--- src/rtl/traffic_pkg.sv ---
// Shared light encodings and phase enumeration for the intersection controller.
// Pure declarations: no logic, no latency, no flow control.
package traffic_pkg;

    typedef logic [2:0] light_t;

    localparam light_t LIGHT_RED    = 3'b001;
    localparam light_t LIGHT_YELLOW = 3'b010;
    localparam light_t LIGHT_GREEN  = 3'b100;

    typedef enum logic [2:0] {
        ALL_RED_TO_NS = 3'd0,
        NS_GREEN      = 3'd1,
        NS_YELLOW     = 3'd2,
        ALL_RED_TO_EW = 3'd3,
        EW_GREEN      = 3'd4,
        EW_YELLOW     = 3'd5
    } phase_t;

endpackage

--- src/rtl/car_release_timer.sv ---
// Paces car releases for one direction while it is green: dec_car fires every PASS_INTERVAL cycles.
// Pulse is combinational from registered pass_cnt and car_in_queue; no backpressure, a lost release is not retried.
module car_release_timer #(
    parameter int PASS_INTERVAL = 2
) (
    input  logic traffic_clk,
    input  logic reset,
    input  logic enable,
    input  logic car_in_queue,
    output logic dec_car
);

    localparam int W = (PASS_INTERVAL > 1) ? $clog2(PASS_INTERVAL) : 1;
    localparam logic [W-1:0] PASS_LAST = W'(PASS_INTERVAL - 1);

    logic [W-1:0] pass_cnt;

    // Held at zero while disabled so every green entry starts a fresh interval.
    always_ff @(posedge traffic_clk) begin
        if (reset || !enable) begin
            pass_cnt <= '0;
        end else if (pass_cnt == PASS_LAST) begin
            pass_cnt <= '0;
        end else begin
            pass_cnt <= pass_cnt + W'(1);
        end
    end

    assign dec_car = enable && (pass_cnt == PASS_LAST) && car_in_queue;

endmodule

--- src/rtl/intersection_light_ctrl.sv ---
// Two-direction light sequencer with green dwell bounded by GREEN_MIN/GREEN_MAX when the cross queue waits.
// Lights are a Moore decode of the registered phase; release pulses go straight back to the queues, no backpressure.
module intersection_light_ctrl
    import traffic_pkg::*;
#(
    parameter int GREEN_MIN     = 4,
    parameter int GREEN_MAX     = 10,
    parameter int YELLOW_TIME   = 2,
    parameter int ALL_RED_TIME  = 1,
    parameter int PASS_INTERVAL = 2
) (
    input  logic       traffic_clk,
    input  logic       reset,
    input  logic       ns_car_in_queue,
    input  logic [3:0] ns_car_count,
    input  logic       ew_car_in_queue,
    input  logic [3:0] ew_car_count,
    output logic [2:0] ns_light,
    output logic [2:0] ew_light,
    output logic       ns_dec_car,
    output logic       ew_dec_car,
    output logic [2:0] phase_state
);

    localparam int CW = $clog2(GREEN_MAX + 1);
    typedef logic [CW-1:0] cnt_t;

    localparam cnt_t GMIN_LAST = cnt_t'(GREEN_MIN - 1);
    localparam cnt_t GMAX_LAST = cnt_t'(GREEN_MAX - 1);
    localparam cnt_t YEL_LAST  = cnt_t'(YELLOW_TIME - 1);
    localparam cnt_t RED_LAST  = cnt_t'(ALL_RED_TIME - 1);

    phase_t state;
    cnt_t   phase_cnt;
    logic   ns_leave;
    logic   ew_leave;
    logic   unused_counts;

    // Counts are display-only; decisions use the occupancy flags alone.
    assign unused_counts = ^{ns_car_count, ew_car_count};

    assign ns_leave = ew_car_in_queue &&
                      ((phase_cnt >= GMIN_LAST && !ns_car_in_queue) || phase_cnt >= GMAX_LAST);
    assign ew_leave = ns_car_in_queue &&
                      ((phase_cnt >= GMIN_LAST && !ew_car_in_queue) || phase_cnt >= GMAX_LAST);

    always_ff @(posedge traffic_clk) begin
        if (reset) begin
            state     <= ALL_RED_TO_NS;
            phase_cnt <= '0;
        end else begin
            case (state)
                ALL_RED_TO_NS: begin
                    if (phase_cnt == RED_LAST) begin
                        state     <= NS_GREEN;
                        phase_cnt <= '0;
                    end else begin
                        phase_cnt <= phase_cnt + cnt_t'(1);
                    end
                end
                NS_GREEN: begin
                    if (ns_leave) begin
                        state     <= NS_YELLOW;
                        phase_cnt <= '0;
                    end else if (phase_cnt != GMAX_LAST) begin
                        phase_cnt <= phase_cnt + cnt_t'(1);
                    end
                end
                NS_YELLOW: begin
                    if (phase_cnt == YEL_LAST) begin
                        state     <= ALL_RED_TO_EW;
                        phase_cnt <= '0;
                    end else begin
                        phase_cnt <= phase_cnt + cnt_t'(1);
                    end
                end
                ALL_RED_TO_EW: begin
                    if (phase_cnt == RED_LAST) begin
                        state     <= EW_GREEN;
                        phase_cnt <= '0;
                    end else begin
                        phase_cnt <= phase_cnt + cnt_t'(1);
                    end
                end
                EW_GREEN: begin
                    if (ew_leave) begin
                        state     <= EW_YELLOW;
                        phase_cnt <= '0;
                    end else if (phase_cnt != GMAX_LAST) begin
                        phase_cnt <= phase_cnt + cnt_t'(1);
                    end
                end
                EW_YELLOW: begin
                    if (phase_cnt == YEL_LAST) begin
                        state     <= ALL_RED_TO_NS;
                        phase_cnt <= '0;
                    end else begin
                        phase_cnt <= phase_cnt + cnt_t'(1);
                    end
                end
                default: begin
                    state     <= ALL_RED_TO_NS;
                    phase_cnt <= '0;
                end
            endcase
        end
    end

    assign ns_light = (state == NS_GREEN)  ? LIGHT_GREEN  :
                      (state == NS_YELLOW) ? LIGHT_YELLOW : LIGHT_RED;
    assign ew_light = (state == EW_GREEN)  ? LIGHT_GREEN  :
                      (state == EW_YELLOW) ? LIGHT_YELLOW : LIGHT_RED;
    assign phase_state = state;

    car_release_timer #(.PASS_INTERVAL(PASS_INTERVAL)) u_ns_release (
        .traffic_clk  (traffic_clk),
        .reset        (reset),
        .enable       (state == NS_GREEN),
        .car_in_queue (ns_car_in_queue),
        .dec_car      (ns_dec_car)
    );

    car_release_timer #(.PASS_INTERVAL(PASS_INTERVAL)) u_ew_release (
        .traffic_clk  (traffic_clk),
        .reset        (reset),
        .enable       (state == EW_GREEN),
        .car_in_queue (ew_car_in_queue),
        .dec_car      (ew_dec_car)
    );

endmodule

--- config.mk ---
export PLATFORM = sky130hd
export DESIGN_NAME = intersection_light_ctrl
export DESIGN_NICKNAME = d
export VERILOG_FILES = /design/src/rtl/traffic_pkg.sv /design/src/rtl/car_release_timer.sv /design/src/rtl/intersection_light_ctrl.sv
export SDC_FILE = /design/constraint.sdc
export NUM_CORES = 1
export LEC_CHECK = 0
export CORE_MARGIN = 3
export CORE_UTILIZATION = 44
export DETAILED_ROUTE_END_ITERATION = 10
export PLACE_DENSITY = 0.77
export RECOVER_POWER = 100
export SLEW_MARGIN = 20
export SYNTH_ARGS = -nofsm -noshare
export SYNTH_HDL_FRONTEND = slang
export SYNTH_SLANG_ARGS = --single-unit
--- constraint.sdc ---
create_clock -name traffic_clk -period 1.9 [get_ports traffic_clk]
set_clock_uncertainty 0.1 [all_clocks]
set_input_delay 0.38 -clock traffic_clk [delete_from_list [all_inputs] [get_ports traffic_clk]]
set_output_delay 0.38 -clock traffic_clk [all_outputs]
set_load 0.05 [all_outputs]
Word-level counts from Yosys, hierarchy flattened
Cells that the tools add are included.
{ "word_totals": {"ff_bits": 9, "inputBits": 12, "out_inout_bits": 11, "elab_cells": 62} }
{ "op_classes": {"add_sub_neg": 3, "n_lt_le_gt_ge": 2, "eq_ne": 13, "n_mux": 17, "reduce_logical": 23} }
{ "op_table": {"columns": ["cell", "count"], "rows": [
  ["2-to-1 mux 3 bit", 8],
  ["2-to-1 mux 4 bit", 5],
  ["case mux 3 bit (6 select lines)", 1],
  ["case mux 4 bit (4 select lines)", 1],
  ["!= test 2 bit, second input constant", 6],
  ["logical AND 1 bit", 8],
  ["OR reduction 2 bit", 4],
  ["equality test 3 x 2 -> 1 bit, second input constant", 2],
  ["equality test 3 bit, second input constant", 2],
  ["AND reduction 6 bit", 1],
  ["adder 4 x 1 -> 4 bit, second input constant", 1],
  ["equality test 4 x 1 -> 1 bit, second input constant", 1],
  [">= comparator 4 x 2 -> 1 bit, second input constant", 1],
  [">= comparator 4 bit, second input constant", 1],
  ["logical NOT 1 bit", 4],
  ["logical NOT 4 bit", 1],
  ["logical OR 1 bit", 4],
  ["2-to-1 mux 2 bit", 2],
  ["!= test 4 bit, second input constant", 1],
  ["equality test 3 x 1 -> 1 bit, second input constant", 1],
  ["logical NOT 3 bit", 1],
  ["adder 1 bit, second input constant", 2]
]} }

Longest topological paths before layout
Gate-level depths: netlist of the first run.
{ "logic_depth": {"ltp_word": 6, "depth_mapped": 7, "mapped_depth_nobuf": 7} }

Cells and area by module
A second synthesis of the first run with hierarchy kept.
{ "unflattened": {"cells_unflattened": 69, "area_unflattened_um2": 639.4} }
{ "by_module_without_submodules": {"columns": ["mod", "instances", "cells_per_inst", "area_per_inst_um2"], "rows": [
  ["intersection_light_ctrl", 1, 63, 561.8],
  ["car_release_timer", 2, 3, 38.8]
]} }

Worst setup path before layout of the first run
Ideal clock, no wire load.
{ "synth_timing": {"kind": "register -> output", "from": "register state[1] (netlist: phase_state[1])", "to": "output port ns_light[0]", "arrival_time_ns": 2.587, "t_required_ns": 1.420, "slack_ns": -1.167, "stages_incl_launch_ff": 3, "path_buffers": 0, "cell_sequence": "dfxtp_1 > nor3b_1 > nor2_1"} }
{ "synth_via": {"elab_chain_cells": 3, "word_cells_on_any_way": 4, "classes_between": "eq/ne (2); mux (2)"} }
{ "synth_lines": {"columns": ["item", "line", "text"], "rows": [
  ["from (decl)", "intersection_light_ctrl.sv:33", "phase_t state;"],
  ["from (signal assigned)", "intersection_light_ctrl.sv:49", "state <= ALL_RED_TO_NS;"],
  ["from (signal assigned)", "intersection_light_ctrl.sv:55", "state <= NS_GREEN;"],
  ["from (signal assigned)", "intersection_light_ctrl.sv:63", "state <= NS_YELLOW;"],
  ["equality test 3 x 2 -> 1 bit", "intersection_light_ctrl.sv:110", "(state == NS_YELLOW) ? LIGHT_YELLOW : LIGHT_RED;"],
  ["2-to-1 mux 2 bit", "intersection_light_ctrl.sv:110", null],
  ["2-to-1 mux 3 bit (*)", "intersection_light_ctrl.sv:109", "assign ns_light = (state == NS_GREEN) ? LIGHT_GREEN :"],
  ["to (decl)", "intersection_light_ctrl.sv:18", "output logic [2:0] ns_light,"]
]} }
Mark *: on every way between the ends. The rest lies on a longest branch, timed or not.

Worst setup path after layout of the first run
{ "layout_timing": {"from": "register state[2] (netlist: phase_state[2])", "to": "output port ew_dec_car"} }
{ "layout_via": {"elab_chain_cells": 3} }
{ "layout_lines": {"columns": ["item", "line", "text"], "rows": [
  ["equality test 3 bit", "intersection_light_ctrl.sv:126", ".enable (state == EW_GREEN),"],
  ["logical AND 1 bit (2 in a row)", "car_release_timer.sv:29", "assign dec_car = enable && (pass_cnt == PASS_LAST) && car_in_queue;"],
  ["to (decl)", "intersection_light_ctrl.sv:21", "output logic ew_dec_car,"]
]} }
No other way between the ends.

==> metrics.md, run 1 <==
| Metric | Value |
|---|---|
| Period utilization | a little under 100% |
| Worst Setup Path Type | flop to output pin |
| Worst-case clock buffer depth | 2 |
| Post-route cell area | 0.00104 sq mm |
| Post-synth EDFFs | 0 |
| Fill cells | 103 |
| Fmax | 544 MHz |
| Yosys reg bits | 9 |
| Height of the die | 46.4 um |
| Unique cell type count in the Yosys netlist | 35 |
| Top post-synthesis cells by count | dfxtp_1, nor2_1, nand2_1, nor3b_2 |
| Most frequent cell after synthesis | dfxtp_1 |
| Detailed Routing Iterations Pass 1 | 4 |
| Dpl hpwl | 1320 um |
| Worst vdd ir | about 770 uV |
| Lkg Pwr | 0.000403 uW |
| Status | completed |
| Drt total wl | between 1500 and 2000 um |
| All-Layer GR Usage | between 10% and 20% |
| Worst R2R End | phase_cnt[0]$_SDFF_PP0_ |
| CP Launch Type | flop |
| Sequential element share of the synthesized area | 25.0% |
| Cts hold-fix bufs | 0 |
| DR WL/cell | 15.4 um |
| Layout Cells excl Fill | 115 |
| Die ar. | 0.00216 sq mm |
| Yosys top cell area share | 25.0% |
| Die X | about 46 um |
| Setup crit start | phase_state[2]$_SDFFE_PP0P_ |
| Cell count after placement | 109 |
| Final hold vios | 0 |
| DP Area | 996 sq um |
| Worst r2r src | phase_cnt[1]$_SDFF_PP0_ |
| Vias in the first global route | 608 |
| Layout area overhead | 44.5% |
| DRT iter0 DRCs | 14 |
| Top post-synthesis cells by area | dfxtp_1, nor3b_2, ha_1, nor3b_1, a2111oi_4 |
| Final WS setup | 0.0604 ns |
| Max-cap viol count | 0 |
| Clock-pin slew on the worst setup and hold paths | ~0.060 ns |
| Critical Path End Type | output pin |
| Min-Delay Path Class | flop to flop |
| Setup slack, reg-to-reg | 0.11 ns |
| Global-route wire length before repair | 2880 um |
| GPL Wtd Cong | between 0.8 and 0.9 |
| Setup crit end | ew_dec_car |
| Final ANT Viol Nets | 0 |
| Final setup vio count | 0 |
| Post-layout minimum cycle time | 1.84 ns |
| Sequential cell area | 193 sq um |
| Initial Util | 50.8% |
| Synth Warn # | 0 |
| Row count | 13 |
| # diodes | 0 |
| RSZ-0062 raised after global routing | false |
| Hold_sp | u_ns_release.pass_cnt$_SDFF_PP0_ |
| Syn_nets | 95 |
| CTS buffer count | 3 |
| Worst skew pair latency | around 0.26 ns |
| Vias | just under 700 |
| Cell depth of the worst flop-to-flop path | 6 |
| Clock tree sinks | 9 |
| Final Slew Violations | 0 |
| Final #Nets | between 100 and 150 |
| Ports | 23 |
| Multi-input gate area in the final layout | roughly 520 sq um |
| Top FF cell, synth | dfxtp_1 |
| Worst Path Max Fanout | 14 |
| Share of cells above drive strength 1 | 41.0% |
| Syn Inst Count | 79 |
| Avg Vias per Cell | around 6 |
| Core Area | 0.00142 sq mm |
| PD cells | 1400 mW/mm^2 |
| Yosys top cell by area | dfxtp_1 |
| Worst slack, placed | -0.109 ns |
| Post-synth ARST share | 0% |
| Initial antenna violation count | 0 |
| CTS H-tree depth | 1 |
| Residual DRC | 0 |
| Pwr Total | 1450 uW |
| Worst-Margin Slew | 0.596 ns |
| CTS root buf | clkbuf_4 |
| Largest net degree at the start of global routing | 15 |
| Cell area after synthesis | 719 sq um |
| Port bufs | 14 |
| Syn avg cell area | a little over 9 sq um |
| Remaining Overflow, GRT | 0 |
| Slew headroom | 60.4% |
| CTS tree | yes |
| Crit path DAT | 1.36 ns |
| Worst Path Required | 1.42 ns |
-- where the power goes --
group | total [uW] | internal [uW] | switching (uW)
Sequential | 353 | 244 | 108
Clock | 152 | 81.2 | 70.9
Combinational | 948 | 436 | 512
Total | 1450 | 761 | 691
-- metrics by stage --
stage          util [%]  TNS (ns)  hold WS [ns]
6_report           73.5         0         0.319
3_3_place_gp       70.4    -0.150         0.305
2_1_floorplan         -         0         0.289
3_5_place_dp       70.4    -0.398         0.312
4_1_cts            73.6         0         0.319
5_1_grt            73.5         0         0.330
-- final cells by class --
cell class / instances / share of cell area (%)
Timing Repair Buffer: 23 / 26.2
Multi-Input combinational cell: 61 / 49.8
Sequential cell: 9 / 18.5
Tap cell: 15 / 1.81
Inverter: 3 / 1.08
Clock buffer: 4 / 2.53
-- worst max-delay path, stage by stage (launching register included) --
cell and delay, ns:
dfxtp_4 0.48, nor3b_4 0.26, and3_4 0.22, buf_12 0.13
-- registers in the layout, summed over array words and instances (netlist names) --
name                   count
phase_cnt                  4
u_ew_release.pass_cnt      1
phase_state                3
u_ns_release.pass_cnt      1
-- cells by family after synthesis --
group | share of synthesized area [%]
buffers and inverters | 8.35
AND/OR/NAND/NOR | 33.4
AO/OA/AOI/OAI | 22.6
XOR/XNOR | 3.65
adder cells (fa/ha/maj) | 6.96
flip-flops | 25.0
-- layer usage --
layer / up-vias / global-route usage (%) / share of wire (%)
li1: 329 / - / -
met2: 29 / 31.9 / 50
met1: 325 / 23.7 / 42
met5: - / 0 / 0
met3: 5 / 2.34 / 5.9
met4: 0 / 10.2 / 1.9
-- worst min-delay path by stage --
| stage | slack (ns) | to | cells past startpoint |
|---|---|---|---|
| final | 0.32 | u_ns_release.pass_cnt$_SDFF_PP0_ | 1 |
| after global routing | 0.33 | u_ns_release.pass_cnt$_SDFF_PP0_ | 1 |
| after global placement | 0.30 | u_ew_release.pass_cnt$_SDFF_PP0_ | 1 |
| after detailed placement | 0.31 | u_ew_release.pass_cnt$_SDFF_PP0_ | 1 |
| after floorplan | 0.29 | u_ns_release.pass_cnt$_SDFF_PP0_ | 1 |
| after CTS | 0.32 | u_ew_release.pass_cnt$_SDFF_PP0_ | 1 |
-- timing repair --
item | CTS | global route
resized for setup | 4 | 4
buffers inserted | 1 | 1
endpoints found under the setup margin | 5 | 6
-- cells in the final DEF (no fill, tap or decap), types with 2 or more instances in the layout --
master           count
dfxtp_4              3
nor3b_4              3
or2_1                2
a21oi_1              3
nor3_1               2
buf_12               8
nor2_1               5
clkbuf_4             3
and3b_1              2
ha_1                 4
o21bai_1             2
nand2_1              5
nor3_2               2
clkbuf_1             4
nor3b_2              3
buf_4                8
nor3b_1              3
dfxtp_1              5
xnor2_1              2
o21ai_1              2
clkdlybuf4s50_1      3
inv_1                3
(Power assumes the default switching activity.)
==> run 2, diff against run 1 <==
--- a/config.mk
+++ b/config.mk
@@ -6,9 +6,9 @@
 export NUM_CORES = 1
 export LEC_CHECK = 0
 export CORE_MARGIN = 3
-export CORE_UTILIZATION = 44
+export CORE_UTILIZATION = 40
 export DETAILED_ROUTE_END_ITERATION = 10
-export PLACE_DENSITY = 0.77
+export PLACE_DENSITY = 0.71
 export RECOVER_POWER = 100
 export SLEW_MARGIN = 20
 export SYNTH_ARGS = -nofsm -noshare
==> run 2 against run 1 <==
Effect of this change: critical path depth is the same; sequential power shrank 8.5%; count of clock-buffer cells in the layout is the same; worst hold slack lost 0.0071 ns; cell area grew 1.7%; via count shrank 7.0%; combinational power grew 7%; global-route usage shrank 5.2 points; maximum frequency is essentially flat; total power grew 2.1%; clock power shrank 3%.
==> metrics.md, run 2 (same netlist as run 1, synthesis figures left out) <==
| Metric | Value |
|---|---|
| Global-route wire length before repair | 2630 um |
| Most common cell after layout, fill and taps aside | buf_12 |
| All-Layer GR Usage | 14.0% |
| Final #Nets | roughly 120 |
| Worst slack, placed | -0.0564 ns |
| Worst Path Max Fanout | 14 |
| Pwr Total | between 1000 and 1500 uW |
| Worst-case clock buffer depth | 2 |
| Clock-pin slew on the worst setup and hold paths | 0.07 ns |
| Most frequent cells in the layout | buf_12, buf_4, nor2_1, nand2_1, dfxtp_1 |
| Min Hold Slack | 0.312 ns |
| Sum Neg Setup Slack | 0 ns |
| Worst Path Required | 1.42 ns |
| Slew headroom | 75.4% |
| PD cells | 1400 mW/mm^2 |
| Initial Util | 45.1% |
| Final WS setup | 0.0599 ns |
| Layout area overhead | 47.0% |
| Remaining Overflow, GRT | 0 |
| Final core utilization | between 60% and 70% |
| Worst-Margin Slew | 0.369 ns |
| Vias in the first global route | 581 |
| Worst skew pair latency | 0.26 ns |
| RSZ-0062 raised after global routing | false |
| Setup slack, reg-to-reg | roughly 0.12 ns |
| Cts hold-fix bufs | 0 |
| Row count | 14 |
| Die ar. | 0.00234 sq mm |
| Crit path DAT | 1.36 ns |
| Critical Path End Type | output pin |
| Min-Delay Path Class | flop to flop |
| Final hold vios | 0 |
| Detailed Routing Iterations Pass 1 | 4 |
| Max-cap viol count | 0 |
| Largest net degree at the start of global routing | 15 |
| Vias | 640 |
| CTS buffer count | 3 |
| Largest register FFs | 4 |
| Residual DRC | 0 |
| Clock tree sinks | 9 |
| Drt total wl | 1610 um |
| Fmax | 543 MHz |
| Avg Vias per Cell | roughly 5.2 |
| Ports | 23 |
| Dpl hpwl | 1200 um |
| Share of cells above drive strength 1 | between 40% and 50% |
| Status | completed |
| CP Launch Type | flop |
| CTS H-tree depth | 1 |
| Lkg Pwr | a little over 0.0004 uW |
| GPL Wtd Cong | 0.787 |
| Die X | 48.4 um |
| CTS root buf | clkbuf_4 |
| Final ANT Viol Nets | 0 |
| Worst Setup Path Type | flop to output pin |
| Worst vdd ir | ~720 uV |
| CTS tree | yes |
| Final setup vio count | 0 |
| DRT iter0 DRCs | 8 |
| Final Slew Violations | 0 |
| Core Area | 0.00159 sq mm |
| Height of the die | 48.4 um |
| # diodes | 0 |
| Most flops, register | phase_cnt |
| Fill cells | roughly 130 |
| Period utilization | 96.8% |
| Port bufs | 14 |
| Post-layout minimum cycle time | around 1.8 ns |
| Initial antenna violation count | 0 |
| DR WL/cell | between 10 and 15 um |
-- run 2: per-stage QoR --
stage	cells	area, sq um
global placement	118	1010
detailed placement	118	1010
global route	124	1060
finish	124	1060
floorplan	79	748
CTS	122	1040
-- run 2: report_power, final --
group          total (uW)  leakage, uW  internal (uW)  switching (uW)
clock                 148    0.0000150           80.8            67.5
combinational        1010     0.000318            476             536
sequential            323    0.0000759            244            79.2
total                1480     0.000409            800             683
-- run 2: layer usage --
metal	global-route usage (%)	routed length [um]
met5	0	0
met1	18.0	735
met4	5.69	14
met2	23.4	798
met3	2.15	59
-- run 2: worst paths after layout --
kind | start | end | depth (start not counted)
max | phase_state[2]$_SDFFE_PP0P_ | ew_dec_car | 3
min reg2reg | u_ew_release.pass_cnt$_SDFF_PP0_ | u_ew_release.pass_cnt$_SDFF_PP0_ | 1
max reg2reg | phase_cnt[0]$_SDFF_PP0_ | phase_state[0]$_SDFFE_PP0P_ | 6
min | u_ew_release.pass_cnt$_SDFF_PP0_ | u_ew_release.pass_cnt$_SDFF_PP0_ | 1
-- run 2: area by class of cell --
type / instances / area (sq um) / area share [%]
tap: 24 / 30.0 / 2.84
timing repair buffer: 23 / 294 / 27.8
inverter: 3 / 11.3 / 1.07
clock buffer: 4 / 26.3 / 2.49
multi-input combinational: 61 / 503 / 47.6
sequential: 9 / 193 / 18.2
-- run 2: critical path, cell delays in order, from the launching register on --
cell and delay, ns:
dfxtp_4 0.48, nor3b_2 0.25, and3_1 0.23, buf_12 0.14
-- run 2: repair_timing --
action,CTS,global route
buffers inserted,0,2
pin swaps,0,1
resized for setup,3,2
setup endpoints to repair,3,6
gates cloned,0,0
